### src/rtl/display_stream_timing.sv
// rtl/display_stream_timing.sv - buffered pixel stream to raster timing with hsync/vsync/de
module display_stream_timing #(
    parameter int DATA_W     = 32,
    parameter int FIFO_DEPTH = 16,
    parameter int H_ACTIVE   = 640,
    parameter int H_FP       = 16,
    parameter int H_SYNC     = 96,
    parameter int H_BP       = 48,
    parameter int V_ACTIVE   = 480,
    parameter int V_FP       = 10,
    parameter int V_SYNC     = 2,
    parameter int V_BP       = 33
) (
    input  logic              clk,
    input  logic              reset_n,
    input  logic              enable,
    input  logic [DATA_W-1:0] in_data,
    input  logic              in_sof,
    input  logic              in_valid,
    output logic              in_ready,
    output logic [DATA_W-1:0] disp_data,
    output logic              disp_de,
    output logic              disp_hsync,
    output logic              disp_vsync,
    output logic              frame_done,
    output logic              underflow,
    output logic              sync_err,
    input  logic              clr_status
);
    localparam int H_TOTAL = H_ACTIVE + H_FP + H_SYNC + H_BP;
    localparam int V_TOTAL = V_ACTIVE + V_FP + V_SYNC + V_BP;
    localparam int HW      = (H_TOTAL > 1) ? $clog2(H_TOTAL) : 1;
    localparam int VW      = (V_TOTAL > 1) ? $clog2(V_TOTAL) : 1;
    localparam int AW      = $clog2(FIFO_DEPTH);

    logic [HW-1:0]     h_cnt;
    logic [VW-1:0]     v_cnt;
    logic [DATA_W:0]   mem [FIFO_DEPTH];
    logic [AW-1:0]     wr_ptr;
    logic [AW-1:0]     rd_ptr;
    logic [AW:0]       count;
    logic              ready_en;
    logic              full;
    logic              empty;
    logic              push;
    logic              pop;
    logic              active;
    logic              hsync;
    logic              vsync;
    logic              h_last;
    logic              v_last;
    logic              frame_start;
    logic              head_sof;
    logic [DATA_W-1:0] head_data;

    assign full     = (count == (AW+1)'(FIFO_DEPTH));
    assign empty    = (count == '0);
    // ready_en keeps in_ready low until the first clock after reset release
    assign in_ready = ready_en && !full;
    assign push     = in_valid && in_ready;

    assign active = enable && (int'(h_cnt) < H_ACTIVE) && (int'(v_cnt) < V_ACTIVE);
    assign hsync  = enable && (int'(h_cnt) >= H_ACTIVE + H_FP)
                           && (int'(h_cnt) <  H_ACTIVE + H_FP + H_SYNC);
    assign vsync  = enable && (int'(v_cnt) >= V_ACTIVE + V_FP)
                           && (int'(v_cnt) <  V_ACTIVE + V_FP + V_SYNC);
    assign h_last      = (int'(h_cnt) == H_TOTAL - 1);
    assign v_last      = (int'(v_cnt) == V_TOTAL - 1);
    assign frame_start = (h_cnt == '0) && (v_cnt == '0);

    assign pop                   = active && !empty;
    assign {head_sof, head_data} = mem[rd_ptr];

    always_ff @(posedge clk) begin
        if (push) begin
            mem[wr_ptr] <= {in_sof, in_data};
        end
    end

    always_ff @(posedge clk or negedge reset_n) begin
        if (!reset_n) begin
            wr_ptr   <= '0;
            rd_ptr   <= '0;
            count    <= '0;
            ready_en <= 1'b0;
        end else begin
            ready_en <= 1'b1;
            if (push) begin
                wr_ptr <= wr_ptr + AW'(1);
            end
            if (pop) begin
                rd_ptr <= rd_ptr + AW'(1);
            end
            case ({push, pop})
                2'b10:   count <= count + (AW+1)'(1);
                2'b01:   count <= count - (AW+1)'(1);
                default: count <= count;
            endcase
        end
    end

    always_ff @(posedge clk or negedge reset_n) begin
        if (!reset_n) begin
            h_cnt <= '0;
            v_cnt <= '0;
        end else if (!enable) begin
            h_cnt <= '0;
            v_cnt <= '0;
        end else if (h_last) begin
            h_cnt <= '0;
            v_cnt <= v_last ? '0 : v_cnt + VW'(1);
        end else begin
            h_cnt <= h_cnt + HW'(1);
        end
    end

    // Outputs decode the current counter state one clock late, keeping de/sync/data aligned
    always_ff @(posedge clk or negedge reset_n) begin
        if (!reset_n) begin
            disp_data  <= '0;
            disp_de    <= 1'b0;
            disp_hsync <= 1'b0;
            disp_vsync <= 1'b0;
            frame_done <= 1'b0;
            underflow  <= 1'b0;
            sync_err   <= 1'b0;
        end else begin
            disp_data  <= pop ? head_data : '0;
            disp_de    <= active;
            disp_hsync <= hsync;
            disp_vsync <= vsync;
            frame_done <= enable && h_last && v_last;
            if (active && empty) begin
                underflow <= 1'b1;
            end else if (clr_status) begin
                underflow <= 1'b0;
            end
            if (pop && (head_sof != frame_start)) begin
                sync_err <= 1'b1;
            end else if (clr_status) begin
                sync_err <= 1'b0;
            end
        end
    end
endmodule

### config.mk
export PLATFORM = sky130hd
export DESIGN_NAME = display_stream_timing
export DESIGN_NICKNAME = d
export VERILOG_FILES = /design/src/rtl/display_stream_timing.sv
export SDC_FILE = /design/constraint.sdc
export NUM_CORES = 1
export LEC_CHECK = 0
export CAP_MARGIN = 15
export CORE_UTILIZATION = 50
export DETAILED_ROUTE_END_ITERATION = 7
export PLACE_DENSITY_LB_ADDON = 0.05
export SYNTH_ARGS = -nofsm -noshare
export SYNTH_HDL_FRONTEND = slang
export SYNTH_SLANG_ARGS = --single-unit
### constraint.sdc
create_clock -name clk -period 3.6 [get_ports clk]
set_input_delay 1.08 -clock clk [delete_from_list [all_inputs] [get_ports clk]]
set_output_delay 1.08 -clock clk [all_outputs]
set_load 0.02 [all_outputs]
==> results of run 1 <==
report_power, final:
group | internal, mW | switching, mW | leakage [nW] | total, mW
logic | 2.67 | 2.22 | 2.28 | 4.89
clock network | 3.62 | 2.54 | 0.951 | 6.16
registers | 8.13 | 0.369 | 5.69 | 8.50
cell families (layout without fill, tap and decap cells):
kind of cell / Yosys count / after routing / synth area share, %
other cells: 1 / 1 / 0.0163
flops: 600 / 600 / 76.7
buf+inv: 61 / 253 / 1.30
simple gates: 138 / 138 / 3.39
mux: 168 / 168 / 16.2
compound gates: 32 / 32 / 0.864
xor+xnor: 22 / 22 / 0.837
fa+ha+maj: 12 / 12 / 0.652
cell usage after synthesis (all sizes together):
cell	count	share of area [%]
edfxtp	528	69
mux4	164	16
dfrtp	72	7.8
and2	54	1.5
buf	29	0.78
clkbuf	18	0.29
nand2	17	0.28
nor2	17	0.28
o21ai	15	0.33
xnor2	15	0.57
inv	14	0.23
ha	12	0.65
nand3	10	0.22
nor3	8	0.20
a21o	7	0.23
and3	7	0.19
xor2	7	0.27
nand4	6	0.16
nor3b	6	0.20
mux2i	3	0.13
nor2b	3	0.082
a21oi	2	0.043
nand2b	2	0.054
or4	2	0.065
a22o	1	0.038
a22oi	1	0.033
a311oi	1	0.038
a31oi	1	0.027
and4b	1	0.043
conb	1	0.016
mux2	1	0.049
nand4b	1	0.038
nor4	1	0.027
nor4b	1	0.038
o21a	1	0.033
o221ai	1	0.038
o22ai	1	0.027
o31ai	1	0.033
or2	1	0.027
or3	1	0.027
state kept, by name, summed over array words and instances (netlist names), 4 cells and up:
register and flops:
h_cnt 10, v_cnt 10, wr_ptr 4, mem 528
rd_ptr 4, disp_data 32, count 5
layer usage:
metal	part of all wire (%)	vias up	global-route usage [%]	wire length (um)
met5	0.023	-	0	11
met4	1.8	2	5.42	827
met3	4.3	61	2.79	2010
met2	48	222	32.9	22800
met1	46	5619	31.3	21400
li1	-	4545	-	-
stage by stage:
stage	std cells	utilization [%]	total power, mW	hold WS (ns)	instance area [um^2]
floorplan	1034	-	12.0	0.475	23000
global route	1826	59.3	20.4	0.501	26900
global placement	1714	55.0	13.6	0.508	25000
detailed placement	1714	55.0	13.7	0.511	25000
CTS	1826	59.3	19.8	0.474	26900
finish	1826	59.3	19.5	0.480	26900
final cells by class:
cell class	instances	area, um^2
Fill cell	3331	18500
Sequential cell	600	17700
Multi-Input combinational cell	373	5080
Clock buffer	81	1640
Timing Repair Buffer	127	1420
Tap cell	600	751
Clock inverter	31	318
Inverter	14	52.6
worst min-delay path by stage:
stage                        end  slack [ns]  cells past startpoint
finish              disp_data[4]        0.48                      1
CTS                 disp_data[4]        0.47                      1
detailed placement      v_cnt[7]        0.51                      1
global placement        h_cnt[0]        0.51                      1
global route        disp_data[4]        0.50                      1
floorplan               h_cnt[0]        0.47                      1
cells in the final DEF (no fill, tap or decap), drive strengths merged, types with 3 or more instances in the layout:
cell             n
a21o             7
xor2             7
nor2            17
dfrtp           72
nand3           10
nand4            6
clkinvlp         3
edfxtp         528
and3             7
and2            54
mux2i            3
clkbuf          81
nor3b            6
buf             52
clkinv          21
inv             15
ha              12
nor2b            3
o21ai           15
nor3             8
nand2           17
mux4           164
clkdlybuf4s50   75
xnor2           15
bufinv           6
==> results.py, run 1 <==
metrics = {
    "run_status": {
        "run_status": "finished clean",
    },
    "critical_path": {
        "timing.critical_path.slowest_stage_cell": "or4_1",
        "worst_setup_path_endpoint": "in_ready",
        "worstPathMaxFanout": 6,
        "regToRegSetupSlack_ns": 0.72,
        "critical_path.startpoint_type": "register",
        "critical_path_class": "reg2out",
        "reg2reg_from": "count[1]",
        "setup.worst_path.end_class": "output port",
        "critPathMaxStageDelay_ns": 0.61,
        "critical_path.reg2reg.endpoint": "count[4]",
        "critPathRequiredTime_ns": 2.52,
        "r2r_cells": 12,
        "cp_num_cells": 3,
        "data_arrival_time_at_the_worst_slack_endpoint_ns": 2.41,
        "worst_path_dominant_cell_family": "simple AND/OR/NAND/NOR gates",
        "path_cells": "or4_1 > o21a_1 > clkdlybuf4s50_1",
        "critPathLaunch": "count[1]",
        "cp.buffers_inverters": 1,
    },
    "clock_tree": {
        "ctsResizeCount": 0,
        "cts_tree": "done",
        "htreeDepth": 2,
        "post-cts-setup-buffer-count": 0,
        "clk_transition_reported_paths_ns": 0.06,
        "clock_sinks": 600,
        "cts_hold_buf": 0,
        "worst_skew_pair.late_latency_ns": 0.61,
        "cts_inserted_buffers": 59,
        "ctsRootBufferMaster": "clkbuf_16",
        "clock_tree.buffer_depth": 3,
    },
    "global_routing": {
        "pin_count_of_the_biggest_net_entering_global_routing": 106,
        "groute.usage.overall_pct": 20.9,
        "number_of_global_route_vias_before_repair": 11000,
        "grt_antenna_before_repair": 2,
        "grt-ovfl-total": 0,
        "wire_length_of_the_first_global_routing_pass_um": 70900,
    },
    "placed_design": {
        "port_buffers": 76,
        "pre_cts_slack_ns": 0.216,
        "place_hpwl_um": 26100,
        "finalWeightedCongestion": 0.781,
    },
    "sta": {
        "tightest_slew_ns": 0.707,
        "timing.max_slew.rel_slack_pct": 52.8,
        "clock-skew-final_ns": 0.0114,
        "period_share_pct": 97.0,
        "setup_viol": 0,
        "hold_viol": 0,
        "fin_ws_ns": 0.107,
        "rsz_0062_raised_after_global_routing": "false",
        "achievable-frequency_ghz": 0.286,
        "period_minus_slack_ns": 3.49,
        "fin_setup_tns_ns": 0,
        "final-max-slew-violation-count": 0,
    },
    "synth": {
        "synth.net_count": 1084,
        "sequential_cell_area_fraction_in_the_yosys_report_pct": 76.7,
        "netlist_instances": 1034,
        "syn_area_um2": 23000,
        "post_synth_num_cell_types": 45,
        "postSynthRegisterBits": 600,
        "synth-warning-count": 0,
        "synth.avg_cell_area_um2": 22.3,
    },
    "floorplan": {
        "die-height_um": 217,
        "core_area_um2": 45400,
        "die_area_um2": 46900,
        "floorplan.die.width_um": 217,
        "boundaryPins": 77,
        "std_cell_rows": 78,
        "initial_core_utilization_pct": 50.7,
    },
    "cells_and_area": {
        "number_of_antenna_cells_inserted": 0,
        "areaGrowthSynthToFinish_pct": 17.0,
        "post_route_cells_drive_above_1_share_pct": 26.4,
        "nets": 1225,
    },
    "detailed_routing": {
        "totalWireLength_um": 47000,
        "detail_route.drc_violations": 0,
        "route.vias.total": 10400,
        "antenna_left": 0,
        "wl_per_cell_um": 25.8,
        "detail_route.first_pass.iterations": 4,
        "vias_per_cell": 5.72,
        "drt_first_iter_violations": 625,
    },
    "run": {
        "cap_violations": 0,
    },
    "power_and_ir_drop": {
        "worst_ir_drop_vdd_uv": 544,
        "power.density_nw_per_um2": 726,
        "power.static_leakage_nw": 8.92,
    },
    "worst_hold_path": {
        "holdCritPathClass": "in2async",
    },
}
No activity file was read; power rests on OpenSTA's default activity.
==> inputs of run 2 (changes only) <==
- CORE_UTILIZATION: 50 -> 61
- SKIP_LAST_GASP: unset -> 1
==> run 2 against run 1 <==
Clock skew increased by 0.0029 ns. Critical path type unchanged. Design area decreased by 0.52%. First-iteration DRC count increased by 19%. Total power increased by 0.18%. Combinational power decreased by 4%. Largest power group unchanged.
==> results.py, run 2 (synthesized netlist as in run 1, its figures left out) <==
metrics = {
    "power_and_ir_drop": {
        "power.density_nw_per_um2": 731,
        "worst_ir_drop_vdd_uv": 549,
        "power.static_leakage_nw": 8.92,
    },
    "cells_and_area": {
        "areaGrowthSynthToFinish_pct": 16.4,
        "max_flop_register": "mem",
        "multi_input_comb_area_um2": 5080,
        "post_route_cells_drive_above_1_share_pct": 26.3,
        "nets": 1219,
        "number_of_antenna_cells_inserted": 0,
        "largest_registers": "mem (528), disp_data (32)",
        "final_common_cell": "edfxtp_1",
        "fill_cell_total_of_the_finished_layout": 2114,
        "layout.cells.most_common_list": "edfxtp_1 (528), mux4_2 (164), clkdlybuf4s50_1 (75), dfrtp_1 (68), clkbuf_16 (59)",
        "largest_register_ffs": 528,
        "final_area_um2": 26800,
        "area.sequential_um2": 17700,
    },
    "clock_tree": {
        "worst_skew_pair.late_latency_ns": 0.61,
        "clk_transition_reported_paths_ns": 0.06,
        "htreeDepth": 2,
        "clock_sinks": 600,
        "post-cts-setup-buffer-count": 0,
        "ctsResizeCount": 0,
        "cts_hold_buf": 0,
        "cts_inserted_buffers": 58,
        "ctsRootBufferMaster": "clkbuf_16",
        "clock_tree.buffer_depth": 3,
        "cts_tree": "done",
    },
    "floorplan": {
        "core_area_um2": 36900,
        "boundaryPins": 77,
        "die_area_um2": 38500,
        "die-height_um": 196,
        "std_cell_rows": 70,
        "initial_core_utilization_pct": 62.4,
        "floorplan.die.width_um": 196,
    },
    "placed_design": {
        "place_hpwl_um": 24600,
        "dpl_cell_area_um2": 24800,
        "finalWeightedCongestion": 0.823,
        "port_buffers": 76,
    },
    "detailed_routing": {
        "met2WireLength_um": 22100,
        "met3_wirelength_um": 2240,
        "detail_route.drc_violations": 0,
        "route.vias.total": 10400,
        "drt_first_iter_violations": 744,
        "vias_per_cell": 6.05,
        "routed.top_layer": "met4",
        "antenna_left": 0,
        "totalWireLength_um": 43700,
        "drt-met1-wl_um": 18500,
        "detail_route.first_pass.iterations": 5,
        "wl_per_cell_um": 25.4,
    },
    "critical_path": {
        "critical_path_class": "reg2out",
        "critical_path.startpoint_type": "register",
        "setup.worst_path.end_class": "output port",
        "data_arrival_time_at_the_worst_slack_endpoint_ns": 2.43,
        "worstPathMaxFanout": 6,
        "critPathRequiredTime_ns": 2.52,
    },
    "sta": {
        "achievable-frequency_ghz": 0.285,
        "fin_setup_tns_ns": 0,
        "hold_viol": 0,
        "period_minus_slack_ns": 3.51,
        "timing.max_slew.rel_slack_pct": 46.7,
        "final-max-slew-violation-count": 0,
        "setup_viol": 0,
        "clock-skew-final_ns": 0.0143,
        "tightest_slew_ns": 0.799,
        "rsz_0062_raised_after_global_routing": "false",
        "period_share_pct": 97.4,
    },
    "global_routing": {
        "grt_antenna_before_repair": 0,
        "pin_count_of_the_biggest_net_entering_global_routing": 61,
        "groute.usage.overall_pct": 24.1,
        "number_of_global_route_vias_before_repair": 10900,
        "grt-ovfl-total": 0,
        "wire_length_of_the_first_global_routing_pass_um": 67000,
    },
    "worst_hold_path": {
        "holdCritPathClass": "in2async",
    },
    "run": {
        "cap_violations": 0,
    },
    "run_status": {
        "run_status": "finished clean",
    },
}
run 2: worst paths after layout:
check	from	end	slack (ns)	cells after the start
max	count[1]	in_ready	0.09	3
min	reset_n	disp_data[12]	0.51	1
max reg2reg	count[1]	count[4]	0.58	12
min reg2reg	h_cnt[0]	h_cnt[0]	0.51	1
max in group asynchronous	reset_n	v_cnt[8]	2.40	2
min in group clk	h_cnt[0]	h_cnt[0]	0.51	1
run 2: metal layers:
layer,global-route usage (%),vias up
met2,39.8,304
met1,33.9,5519
li1,-,4528
met3,3.99,59
met4,7.09,0
met5,0,-
run 2: critical path: stages, from the launching register on:
cell	delay [ns]
dfrtp_1	0.44
or4_1	0.63
o21a_1	0.22
clkdlybuf4s50_1	0.53
run 2: through the flow:
step	instances	total power, mW	util [%]	setup slack (ns)	hold WS [ns]
2_1_floorplan	1034	12.0	-	0.217	0.475
3_3_place_gp	1613	13.5	67.2	0.208	0.504
3_5_place_dp	1613	13.5	67.2	0.166	0.503
4_1_cts	1721	19.8	72.6	0.0697	0.511
5_1_grt	1721	20.4	72.6	0.0356	0.549
6_report	1721	19.6	72.6	0.0941	0.510
run 2: area by class of cell:
cell class / count / share of cell area (%)
Clock buffer: 78 / 5.89
Clock inverter: 30 / 1.54
Inverter: 14 / 0.196
Multi-Input combinational cell: 373 / 19.0
Sequential cell: 600 / 66.0
Tap cell: 504 / 2.35
Timing Repair Buffer: 122 / 5.10
run 2: power breakdown:
part | switching (mW) | internal (mW)
registers | 0.482 | 8.13
clock network | 2.48 | 3.79
logic | 2.06 | 2.64
==> inputs of run 3 (changes only) <==
--- a/config.mk
+++ b/config.mk
@@ -11,2 +11,3 @@
 export PLACE_DENSITY_LB_ADDON = 0.05
+export REMOVE_ABC_BUFFERS = 1
 export SKIP_LAST_GASP = 1
==> constraint.sdc (replaced) <==
create_clock -name clk -period 3.6 [get_ports clk]
set_input_delay 0.72 -clock clk [delete_from_list [all_inputs] [get_ports clk]]
set_output_delay 0.72 -clock clk [all_outputs]
set_load 0.02 [all_outputs]
==> run 3 against run 2 <==
Cell count fell by 0.87%. Routed wire length grew 8.1%. Sequential power increased by 0.6%. Clock-buffer cell count decreased by 1. Highest routed layer is now met5.
==> results.py, run 3 (synthesized netlist as in run 1, its figures left out) <==
metrics = {
    "sta": {
        "setup_viol": 0,
        "hold_viol": 0,
        "timing.max_slew.rel_slack_pct": 40.5,
        "holdWs_ns": 0.233,
        "period_minus_slack_ns": 3.15,
        "achievable-frequency_ghz": 0.317,
        "clock-skew-final_ns": 0.0128,
        "tightest_slew_ns": 0.892,
        "rsz_0062_raised_after_global_routing": "false",
        "final-max-slew-violation-count": 0,
        "period_share_pct": 87.6,
    },
    "placed_design": {
        "place_hpwl_um": 27300,
        "dpl_cell_area_um2": 24700,
        "port_buffers": 76,
        "dp.cells": 1600,
        "finalWeightedCongestion": 0.781,
    },
    "clock_tree": {
        "cts_hold_buf": 0,
        "htreeDepth": 2,
        "clk_transition_reported_paths_ns": 0.06,
        "ctsRootBufferMaster": "clkbuf_16",
        "worst_skew_pair.late_latency_ns": 0.61,
        "clock_sinks": 600,
        "clock_tree.buffer_depth": 3,
        "ctsResizeCount": 0,
        "cts_inserted_buffers": 57,
        "cts_tree": "done",
        "post-cts-setup-buffer-count": 0,
    },
    "critical_path": {
        "r2r_cells": 12,
        "critPathRequiredTime_ns": 4.09,
        "timing.critical_path.slowest_stage_cell": "or4_1",
        "cp.buffers_inverters": 2,
        "worstPathMaxFanout": 9,
        "critical_path.startpoint_type": "register",
        "critical_path_class": "reg2reg",
        "path_cells": "or4_1 > o21a_1 > and2_1 > inv_2 > ha_1 > xor2_1 > ha_1 > inv_1 > o21ai_0 > a21o_1 > a31oi_1 > xnor2_1",
        "critPathMaxStageDelay_ns": 0.61,
        "cell_repeated_most_along_the_worst_path": "ha_1",
        "data_arrival_time_at_the_worst_slack_endpoint_ns": 3.64,
        "setup.worst_path.end_class": "register",
        "cp_num_cells": 12,
        "worst_path_dominant_cell_family": "simple AND/OR/NAND/NOR gates",
    },
    "cells_and_area": {
        "fill_cell_total_of_the_finished_layout": 2163,
        "max_flop_register": "mem",
        "final_common_cell": "edfxtp_1",
        "areaGrowthSynthToFinish_pct": 15.1,
        "layout.cells.most_common_list": "edfxtp_1 (528), mux4_2 (164), clkdlybuf4s50_1 (75), dfrtp_1 (68), clkbuf_16 (59)",
        "final_area_um2": 26500,
        "number_of_antenna_cells_inserted": 0,
        "largest_register_ffs": 528,
        "fin_cells": 1706,
        "largest_registers": "mem (528), disp_data (32)",
        "nets": 1205,
        "post_route_cells_drive_above_1_share_pct": 24.5,
    },
    "power_and_ir_drop": {
        "power.density_nw_per_um2": 726,
        "power.static_leakage_nw": 8.74,
        "worst_ir_drop_vdd_uv": 561,
    },
    "global_routing": {
        "wire_length_of_the_first_global_routing_pass_um": 71000,
        "number_of_global_route_vias_before_repair": 11000,
        "pin_count_of_the_biggest_net_entering_global_routing": 65,
        "grt_util_met3_pct": 5.23,
        "groute.usage.overall_pct": 26.0,
        "gr-usage-met2_pct": 39.6,
        "grtUsageMet1_pct": 39.3,
        "global_route.peak_usage_layer": "met2",
        "grt-ovfl-total": 0,
        "grt_antenna_before_repair": 3,
    },
    "floorplan": {
        "std_cell_rows": 70,
        "core_area_um2": 36900,
        "die-height_um": 196,
        "boundaryPins": 77,
        "die_area_um2": 38500,
        "floorplan.die.width_um": 196,
        "initial_core_utilization_pct": 62.4,
    },
    "worst_hold_path": {
        "holdCritPathClass": "in2async",
    },
    "detailed_routing": {
        "drt_first_iter_violations": 951,
        "totalWireLength_um": 47200,
        "antenna_left": 0,
        "detail_route.drc_violations": 0,
        "vias_per_cell": 6.27,
        "detail_route.first_pass.iterations": 5,
        "route.vias.total": 10700,
        "wl_per_cell_um": 27.7,
    },
    "run_status": {
        "run_status": "finished clean",
    },
    "run": {
        "cap_violations": 0,
    },
}
-- run 3: cell count changes in the layout (fill, tap and decap cells not counted) --
cell       previous run  this run
clkinv_2             12        10
clkbuf_8              3         1
buf_4                26        11
buf_12               21        23
inv_16                1         0
bufinv_16            10         3
clkinv_1              6        15
clkbuf_1             16        17
-- run 3: through the flow --
| step | worst slack, ns | util (%) | setup TNS (ns) | power [mW] |
|---|---|---|---|---|
| after floorplan | -2.93 | - | -105.28 | 12.1 |
| after CTS | 0.476 | 71.8 | 0 | 19.4 |
| final | 0.448 | 71.8 | 0 | 19.2 |
| after global placement | 0.392 | 67.1 | 0 | 13.7 |
| after global routing | 0.241 | 71.8 | 0 | 20.0 |
| after detailed placement | 0.306 | 67.1 | 0 | 13.8 |
-- run 3: power breakdown --
group / switching [mW] / internal, mW / leakage, nW
Clock: 2.44 / 3.22 / 0.864
Sequential: 0.531 / 8.12 / 5.69
Combinational: 2.23 / 2.67 / 2.19
-- run 3: final timing paths --
path | startpoint | to | slack [ns]
setup / recovery | count[1] | count[4] | 0.45
hold / removal | reset_n | disp_data[19] | 0.23
setup reg to reg | count[1] | count[4] | 0.45
hold reg to reg | underflow | underflow | 0.52
max in group asynchronous | reset_n | h_cnt[3] | 2.68
min in group clk | underflow | underflow | 0.52
-- run 3: area by class of cell --
type / count / area [um^2] / area share [%]
timing repair buffer: 109 / 1290 / 4.89
multi-input combinational: 373 / 5080 / 19.2
clock inverter: 29 / 205 / 0.775
sequential: 600 / 17700 / 66.7
clock buffer: 77 / 1550 / 5.87
tap: 504 / 631 / 2.38
inverter: 14 / 52.6 / 0.198
-- run 3: layer usage --
metal,up-vias,routed length [um]
met5,-,18
met4,2,870
met3,66,3530
met2,397,22500
met1,5724,20300
li1,4502,-
-- run 3: worst reg2reg max path: stages (launching register included) --
cell     delay [ns]
dfrtp_1        0.43
or4_1          0.61
o21a_1         0.22
and2_1         0.26
inv_2          0.14
ha_1           0.36
xor2_1         0.18
ha_1           0.24
inv_1          0.06
o21ai_0        0.18
a21o_1         0.15
a31oi_1        0.08
xnor2_1        0.13
